==> src/rtl/vga_theme_if.sv <==
// Request/status bundle between the VGA control logic and the theme scheduler.
// The scheduler takes the slave side; the request source takes the master side.
interface vga_theme_if;
  logic       frame_tick;
  logic       btn_req;
  logic       kb_req;
  logic [3:0] kb_sel;
  logic [3:0] theme;
  logic [2:0] fade;
  logic       busy;
  logic [2:0] grant;

  modport master (
    output frame_tick, btn_req, kb_req, kb_sel,
    input  theme, fade, busy, grant
  );

  modport slave (
    input  frame_tick, btn_req, kb_req, kb_sel,
    output theme, fade, busy, grant
  );
endinterface

==> src/rtl/vga_theme_sched.sv <==
// Theme scheduler: fade out, swap theme, fade in; kb > btn > auto requests.
// Define VGA_THEME_AUTO_EN to build the inactivity auto-cycle requester.
module vga_theme_sched #(
  parameter int THEME_NUM   = 3,
  parameter int AUTO_FRAMES = 600
) (
  input logic        clk,
  input logic        rst,
  vga_theme_if.slave bus
);
  typedef enum logic [1:0] {
    IDLE, FADE_OUT, SWAP, FADE_IN
  } state_t;

  typedef enum logic [1:0] {
    P_AUTO, P_BTN, P_KB
  } pri_t;

  localparam logic [4:0] TN    = 5'(THEME_NUM);
  localparam logic [3:0] TLAST = 4'(THEME_NUM - 1);

  state_t     state, state_n;
  logic [3:0] theme, theme_n;
  logic [3:0] tgt, tgt_n;
  logic [2:0] fade, fade_n;
  logic [2:0] grant, grant_n;
  logic       pend_vld, pend_vld_n;
  pri_t       pend_pri, pend_pri_n;
  logic [3:0] pend_sel, pend_sel_n;
  logic       btn_d;

  logic       btn_rise, kb_ok, auto_req;
  logic       new_vld, take_new, start;
  pri_t       new_pri, start_pri;
  logic [3:0] commit, next_theme, start_sel;

  assign btn_rise   = bus.btn_req & ~btn_d;
  assign commit     = (state == IDLE) ? theme : tgt;
  assign kb_ok      = bus.kb_req
                    && ({1'b0, bus.kb_sel} < TN)
                    && (bus.kb_sel != commit);
  assign next_theme = (theme == TLAST) ? 4'd0 : theme + 4'd1;
  assign new_vld    = kb_ok | btn_rise | auto_req;
  assign new_pri    = kb_ok    ? P_KB
                    : btn_rise ? P_BTN
                    :            P_AUTO;
  // a newcomer wins over the slot unless the slot holds a stronger requester
  assign take_new   = new_vld && (!pend_vld || new_pri >= pend_pri);

`ifdef VGA_THEME_AUTO_EN
  localparam int CW = (AUTO_FRAMES > 1) ? $clog2(AUTO_FRAMES) : 1;
  localparam logic [CW-1:0] CLAST = CW'(AUTO_FRAMES - 1);

  logic [CW-1:0] cnt;

  assign auto_req = bus.frame_tick && (cnt == CLAST);

  always_ff @(posedge clk or negedge rst) begin
    if (!rst) begin
      cnt <= '0;
    end else if (btn_rise || kb_ok) begin
      cnt <= '0;
    end else if (bus.frame_tick) begin
      cnt <= (cnt == CLAST) ? '0 : cnt + 1'b1;
    end
  end
`else
  // no inactivity counter; AUTO_FRAMES has no effect in this build
  assign auto_req = (AUTO_FRAMES < 0);
`endif

  always_comb begin
    state_n    = state;
    theme_n    = theme;
    fade_n     = fade;
    tgt_n      = tgt;
    grant_n    = '0;
    pend_vld_n = pend_vld;
    pend_pri_n = pend_pri;
    pend_sel_n = pend_sel;
    start      = 1'b0;
    start_pri  = new_pri;
    start_sel  = bus.kb_sel;

    unique case (state)
      IDLE: begin
        pend_vld_n = 1'b0;
        if (take_new) begin
          start = 1'b1;
        end else if (pend_vld
                     && !(pend_pri == P_KB
                          && pend_sel == theme)) begin
          start     = 1'b1;
          start_pri = pend_pri;
          start_sel = pend_sel;
        end
        if (start) begin
          state_n = FADE_OUT;
          tgt_n   = (start_pri == P_KB) ? start_sel
                                        : next_theme;
          unique case (start_pri)
            P_KB:    grant_n = 3'b100;
            P_BTN:   grant_n = 3'b010;
            default: grant_n = 3'b001;
          endcase
        end
      end
      FADE_OUT: begin
        if (bus.frame_tick) begin
          fade_n = fade - 3'd1;
          if (fade == 3'd1) state_n = SWAP;
        end
      end
      SWAP: begin
        theme_n = tgt;
        state_n = FADE_IN;
      end
      FADE_IN: begin
        if (bus.frame_tick) begin
          fade_n = fade + 3'd1;
          if (fade == 3'd6) state_n = IDLE;
        end
      end
      default: state_n = IDLE;
    endcase

    if (state != IDLE && take_new) begin
      pend_vld_n = 1'b1;
      pend_pri_n = new_pri;
      pend_sel_n = bus.kb_sel;
    end

`ifndef VGA_THEME_AUTO_EN
    grant_n[0] = 1'b0;
`endif
  end

  always_ff @(posedge clk or negedge rst) begin
    if (!rst) begin
      state    <= IDLE;
      theme    <= '0;
      fade     <= 3'd7;
      tgt      <= '0;
      grant    <= '0;
      pend_vld <= 1'b0;
      pend_pri <= P_AUTO;
      pend_sel <= '0;
      btn_d    <= 1'b0;
    end else begin
      state    <= state_n;
      theme    <= theme_n;
      fade     <= fade_n;
      tgt      <= tgt_n;
      grant    <= grant_n;
      pend_vld <= pend_vld_n;
      pend_pri <= pend_pri_n;
      pend_sel <= pend_sel_n;
      btn_d    <= bus.btn_req;
    end
  end

  assign bus.theme = theme;
  assign bus.fade  = fade;
  assign bus.busy  = (state != IDLE);
  assign bus.grant = grant;
endmodule

==> src/flat_wrapper.sv <==
// flat-port wrapper written by rule: the top's interface ports become plain ports
module vga_theme_sched_flat 
#(
  parameter int THEME_NUM   = 3,
  parameter int AUTO_FRAMES = 600
)
  (clk, rst, bus_frame_tick, bus_btn_req, bus_kb_req, bus_kb_sel, bus_theme, bus_fade, bus_busy, bus_grant);
  vga_theme_if bus_i ();
  input logic clk;
  input logic rst;
  input wire logic [$bits(bus_i.frame_tick)-1:0] bus_frame_tick;
  input wire logic [$bits(bus_i.btn_req)-1:0] bus_btn_req;
  input wire logic [$bits(bus_i.kb_req)-1:0] bus_kb_req;
  input wire logic [$bits(bus_i.kb_sel)-1:0] bus_kb_sel;
  output wire logic [$bits(bus_i.theme)-1:0] bus_theme;
  output wire logic [$bits(bus_i.fade)-1:0] bus_fade;
  output wire logic [$bits(bus_i.busy)-1:0] bus_busy;
  output wire logic [$bits(bus_i.grant)-1:0] bus_grant;
  assign bus_i.frame_tick = bus_frame_tick;
  assign bus_i.btn_req = bus_btn_req;
  assign bus_i.kb_req = bus_kb_req;
  assign bus_i.kb_sel = bus_kb_sel;
  assign bus_theme = bus_i.theme;
  assign bus_fade = bus_i.fade;
  assign bus_busy = bus_i.busy;
  assign bus_grant = bus_i.grant;
  vga_theme_sched #(.THEME_NUM(THEME_NUM), .AUTO_FRAMES(AUTO_FRAMES)) u_core (.clk(clk), .rst(rst), .bus(bus_i));
endmodule
==> config.mk <==
export PLATFORM = sky130hd
export DESIGN_NAME = vga_theme_sched_flat
export DESIGN_NICKNAME = d
export VERILOG_FILES = /design/src/rtl/vga_theme_if.sv /design/src/rtl/vga_theme_sched.sv /design/src/flat_wrapper.sv
export SDC_FILE = /design/constraint.sdc
export NUM_CORES = 1
export LEC_CHECK = 0
export CELL_PAD_IN_SITES_DETAIL_PLACEMENT = 0
export CELL_PAD_IN_SITES_GLOBAL_PLACEMENT = 1
export CORE_UTILIZATION = 45
export CTS_CLUSTER_SIZE = 25
export DETAILED_ROUTE_END_ITERATION = 10
export GPL_TIMING_DRIVEN = 0
export PLACE_DENSITY = 0.87
export SYNTH_ARGS = -nofsm -noshare
export SYNTH_HDL_FRONTEND = slang
export SYNTH_SLANG_ARGS = --single-unit
==> constraint.sdc <==
create_clock -name clk -period 10 [get_ports clk]
set_input_delay 2 -clock clk [delete_from_list [all_inputs] [get_ports clk]]
set_output_delay 2 -clock clk [all_outputs]
set_load 0.01 [all_outputs]
After elaboration in Yosys (flattened, before gate mapping):

Cells that the tools add are included.

* add/subtract/negate cells: 3
* reductions and logical operators: 16
* order comparisons: 2
* bitwise logic cells: 3
* equal/unequal tests: 16
* muxes and demuxes: 27

Operators by type and width (number)
* two-way mux 4 bit: 5
* two-way mux 2 bit: 9
* two-way mux 3 bit: 4
* one-hot mux 3 bit (2 select lines): 2
* == test 2 bit (second input constant): 4
* one-hot mux 2 bit (4 select lines): 1
* logical AND 1 bit: 6
* two-way mux 1 bit: 6
* != test 2 bit (second input constant): 3
* nonzero test 2 bit: 3
* AND reduction 5 bit: 1
* adder 4 x 1 -> 4 bit (second input constant): 1
* == test 2 x 1 -> 1 bit (second input constant): 2
* == test 4 x 2 -> 1 bit (second input constant): 1
* == test 4 bit: 1
* less-than comparator 4 x 2 -> 1 bit (second input constant): 1
* != test 2 x 1 -> 1 bit (second input constant): 2
* != test 4 bit: 1
* adder 3 x 1 -> 3 bit (second input constant): 1
* == test 3 x 1 -> 1 bit (second input constant): 1
* == test 3 bit (second input constant): 1
* AND reduction 3 bit: 1
* subtractor 3 x 1 -> 3 bit (second input constant): 1
* greater-or-equal comparator 2 bit: 1
* 7 further kinds: 8

* input bits: 9
* word-level logic and storage cells: 76
* bits in registers: 23

Longest topological paths before layout:

* word-level depth: 14
* mapped depth: 15
* mapped depth without buffers: 14

Worst setup path before layout:

Ideal clock, no wire load.

* kind: input -> register
* start: in bus_kb_sel[0]
* end: reg u_core.tgt[0]
* path buffers: 0
* path slack: 5079 ps
* cell stages on the path: 11
* arrival: 4796 ps
* path through: xnor2_1 > nor4_4 > o21ai_0 > ha_1 > nand2b_1 > a211o_1 > a221o_1 > o21bai_2 > mux2_2 > mux2_2 > mux2_2

* word-level cells in the longest chain between the ends: 11
* elaborated cells between the ends (all ways): 19

RTL lines
* start, declared: RTL line flat_wrapper.sv:14 `input wire logic [$bits(bus_i.kb_sel)-1:0] bus_kb_sel;`
* less-than comparator 4 x 2 -> 1 bit: RTL line vga_theme_sched.sv:40 `&& ({1'b0, bus.kb_sel} < TN)`
* logical AND 1 bit: RTL line vga_theme_sched.sv:40
* logical AND 1 bit: RTL line vga_theme_sched.sv:41 `&& (bus.kb_sel != commit);`
* two-way mux 2 bit: RTL line vga_theme_sched.sv:44 `assign new_pri = kb_ok ? P_KB`
* greater-or-equal comparator 2 bit: RTL line vga_theme_sched.sv:48 `assign take_new = new_vld && (!pend_vld || new_pri >= pend_pri);`
* logical OR 1 bit: RTL line vga_theme_sched.sv:48
* logical AND 1 bit: RTL line vga_theme_sched.sv:48
* two-way mux 2 bit: RTL line vga_theme_sched.sv:88 `if (take_new) begin`
* two-way mux 2 bit: RTL line vga_theme_sched.sv:85 `unique case (state)`
* == test 2 bit: RTL line vga_theme_sched.sv:99 `tgt_n = (start_pri == P_KB) ? start_sel`
* two-way mux 4 bit: RTL line vga_theme_sched.sv:99
* end signal, assigned: RTL line vga_theme_sched.sv:153 `tgt <= tgt_n;`
* end, declared: RTL line vga_theme_sched.sv:24 `logic [3:0] tgt, tgt_n;`

Several ways; a longest one is shown, not always the timed one. The select of a mux whose other input is x is not followed.
A chain may end at the register's enable or synchronous reset.

Final worst setup path:

* start: in bus_kb_sel[2]
* end: reg u_core.tgt[0]

* word-level cells in the longest chain between the ends: 11
* elaborated cells between the ends (all ways): 18

RTL lines (RTL line)
* less-than comparator 4 x 2 -> 1 bit: vga_theme_sched.sv:40
* logical AND 1 bit: vga_theme_sched.sv:40
* logical AND 1 bit (*): vga_theme_sched.sv:41
* two-way mux 2 bit: vga_theme_sched.sv:44
* greater-or-equal comparator 2 bit: vga_theme_sched.sv:48
* logical OR 1 bit: vga_theme_sched.sv:48
* logical AND 1 bit: vga_theme_sched.sv:48
* two-way mux 2 bit: vga_theme_sched.sv:88
* two-way mux 2 bit: vga_theme_sched.sv:85
* == test 2 bit: vga_theme_sched.sv:99
* two-way mux 4 bit: vga_theme_sched.sv:99

Mark *: on every way between the ends. The rest lies on a longest branch, timed or not. The select of a mux whose other input is x is not followed.

==> run metrics <==
Rows=20; CTS sink cnt=23; Tot Pwr=565 uW; RSZ-0062 raised after global routing=no; ys flop type=dfrtp_1; Sw Share=40.5%; status=complete, no violations; Worst EP arrival=5.63 ns; # IOs=20; Avg Cell Area, Syn=10.8 um2; Starting DRT DRC Count=19; Cell variety after synth=33; Post-synth EDFFs=0; Setup CP Type=input port to register; setup bufs post-CTS=0; Worst slew margin=31.1%; Clock transition at path regs=0.12 ns; Setup crit end kind=register; worst hold slack=0.516 ns; worst-skew pair later-pin latency=0.31 ns; CTS H-tree depth=1; antenna-violating nets left=0; Total Wirelength=2700 um; via count=1066; first drt pass iteration count=4; share of the synthesized area in the top cell type=34.0%; Reg area=579 um2; worst setup margin=4.57 ns; leading area contributor after synthesis=dfrtp_1; final period utilization=54.3%; hold crit path type=register to register; RD Place Congestion=0.757; mapped cell area=1470 um2; Max VDD drop=147 uV; Power Internal=336 uW; P per Cell Area=326 nW/um2; maxcap violations=0; Crit Path Max Fanout=6; WL/cell=13.3 um; layout cells sized above 1=18.9%; number of diodes=0; via/cell ratio=5.25; Tmin final=5.43 ns; Fin. Hold Viols=0; Critical Path Start=bus_kb_sel[2]; worst r2r src=u_core.state[0]; Slew @ Worst Pin=1.03 ns; IO Port Bufs=18; Worst setup SP type=input port; Slew Limit Fails=0; DRC=0; Starting Density=47.9%; leak pwr=0.000764 uW; R2R Setup Slk=5.75 ns; initial antenna violation count=0; total of warnings raised by yosys=0; Detail Placement HPWL=2070 um; nets=179; Seq pwr share=32.9%; Die Y=59.2 um; Inserted Clock Buffers=3; die width=59.2 um; area delta synth->final=17.7%; number of synthesized register bits=23; synthesized instance count=137; Setup violations, final=0; CTS tree=done; fill cell count=288; Area contributors post-synth=dfrtp_1, mux2_2, ha_1, mux2i_1, dfstp_2; Worst EP required=10.20 ns; sequential area share after synthesis=39.3%; highest clock rate=184 MHz; first-pass GRT wire length=4620 um; largest net degree at the start of global routing=24; Core ar.=3080 um2; Overall Global Routing Usage=17.4%; vias in the first global route=1025; clock skew=0.00844 ns; final core utilization=56.4%; global route overflow=0; async set or reset register ratio after synthesis=100%; hold buffers post-CTS=0; DP Worst Slack=4.21 ns; Die Footprint=3510 um2; Comb pwr share=59.6%; Post-Syn Nets=156; CTS resizes=0; hold path startpoint=u_core.bus.fade[2]; CTS max path bufs=2; CTS root buf=clkbuf_4; Multi-input gate area=827 um2; Clk network pwr share=7.5%; Switch Pwr=229 uW; Post-Route Setup TNS=0 ns
-- layer usage --
metal	up-vias	track usage [%]	wire length, um
li1	524	-	-
met1	525	23.9	1320
met2	13	28.3	1280
met3	4	1.97	68
met4	0	6.12	36
met5	-	0	0
-- worst max-delay path, cell delays in order --
cell,delay [ns]
clkdlybuf4s50_1,0.55
xnor2_1,0.13
nor4_4,0.35
o21ai_0,0.22
ha_1,0.33
nand2b_1,0.14
a211o_1,0.37
a221o_1,0.39
o32ai_1,0.49
mux2_2,0.41
mux2_2,0.26
-- power by group through the flow --
stage	Sequential, uW	Combinational [uW]	Clock [uW]
CTS	186	340	46.0
floorplan	185	246	0
detailed placement	188	339	0
global route	192	374	48.9
global placement	185	329	0
finish	186	337	42.4
-- cell type report --
cell class / count / share of cell area, %
Timing Repair Buffer: 18 / 10.4
Tap cell: 44 / 3.17
Inverter: 9 / 1.95
Sequential cell: 23 / 33.4
Buffer: 5 / 1.95
Clock buffer: 4 / 1.51
Multi-Input combinational cell: 100 / 47.7
-- layout by cell type (no fill, tap or decap), types with 4 or more instances in the layout --
master	Yosys	layout
clkdlybuf4s50_1	0	18
mux2_2	17	17
xnor2_1	6	6
o21ai_0	7	7
nand2_1	10	10
a21oi_1	4	4
xor2_1	5	5
ha_1	10	10
dfrtp_1	20	20
inv_1	9	9
mux2i_1	11	11
nand2b_1	4	4
nor2_1	5	5
-- cell usage after synthesis (all sizes together), types with 4 or more instances --
| library cell | n |
|---|---|
| dfrtp | 20 |
| buf | 5 |
| nand2 | 10 |
| xor2 | 5 |
| mux2i | 11 |
| o21ai | 7 |
| ha | 10 |
| inv | 9 |
| nor2 | 5 |
| nand2b | 4 |
| mux2 | 17 |
| a21oi | 4 |
| xnor2 | 6 |
-- final timing paths --
kind	endpoint	cells past startpoint
min in group asynchronous	u_core.btn_d	1
worst max-delay path	u_core.tgt[0]	11
worst max register to register	u_core.tgt[0]	14
max in group asynchronous	u_core.bus.theme[2]	1
worst min register to register	u_core.bus.fade[2]	1
worst min-delay path	u_core.bus.fade[2]	1
-- registers in the layout, summed over array words and instances, names as in the netlist --
register and flops:
u_core.pend_pri 2, u_core.bus.grant 2, u_core.btn_d 1, u_core.bus.theme 4
u_core.tgt 4, u_core.pend_sel 4, u_core.bus.fade 3, u_core.pend_vld 1
u_core.state 2
-- cell families after synthesis --
kind of cell | after synthesis | share of synthesized area (%)
other cells | 1 | 0.254
mux | 28 | 20.5
simple gates | 27 | 9.68
xor+xnor | 11 | 6.54
buf+inv | 14 | 4.58
flops | 23 | 39.3
fa+ha+maj | 10 | 8.49
compound gates | 23 | 10.7
-- per-stage QoR --
stage	instance area [um2]	std cells
detailed placement	1710	199
CTS	1740	203
floorplan	1470	137
finish	1740	203
global route	1740	203
global placement	1710	199
Note: power is estimated with default switching activity, not from simulation.
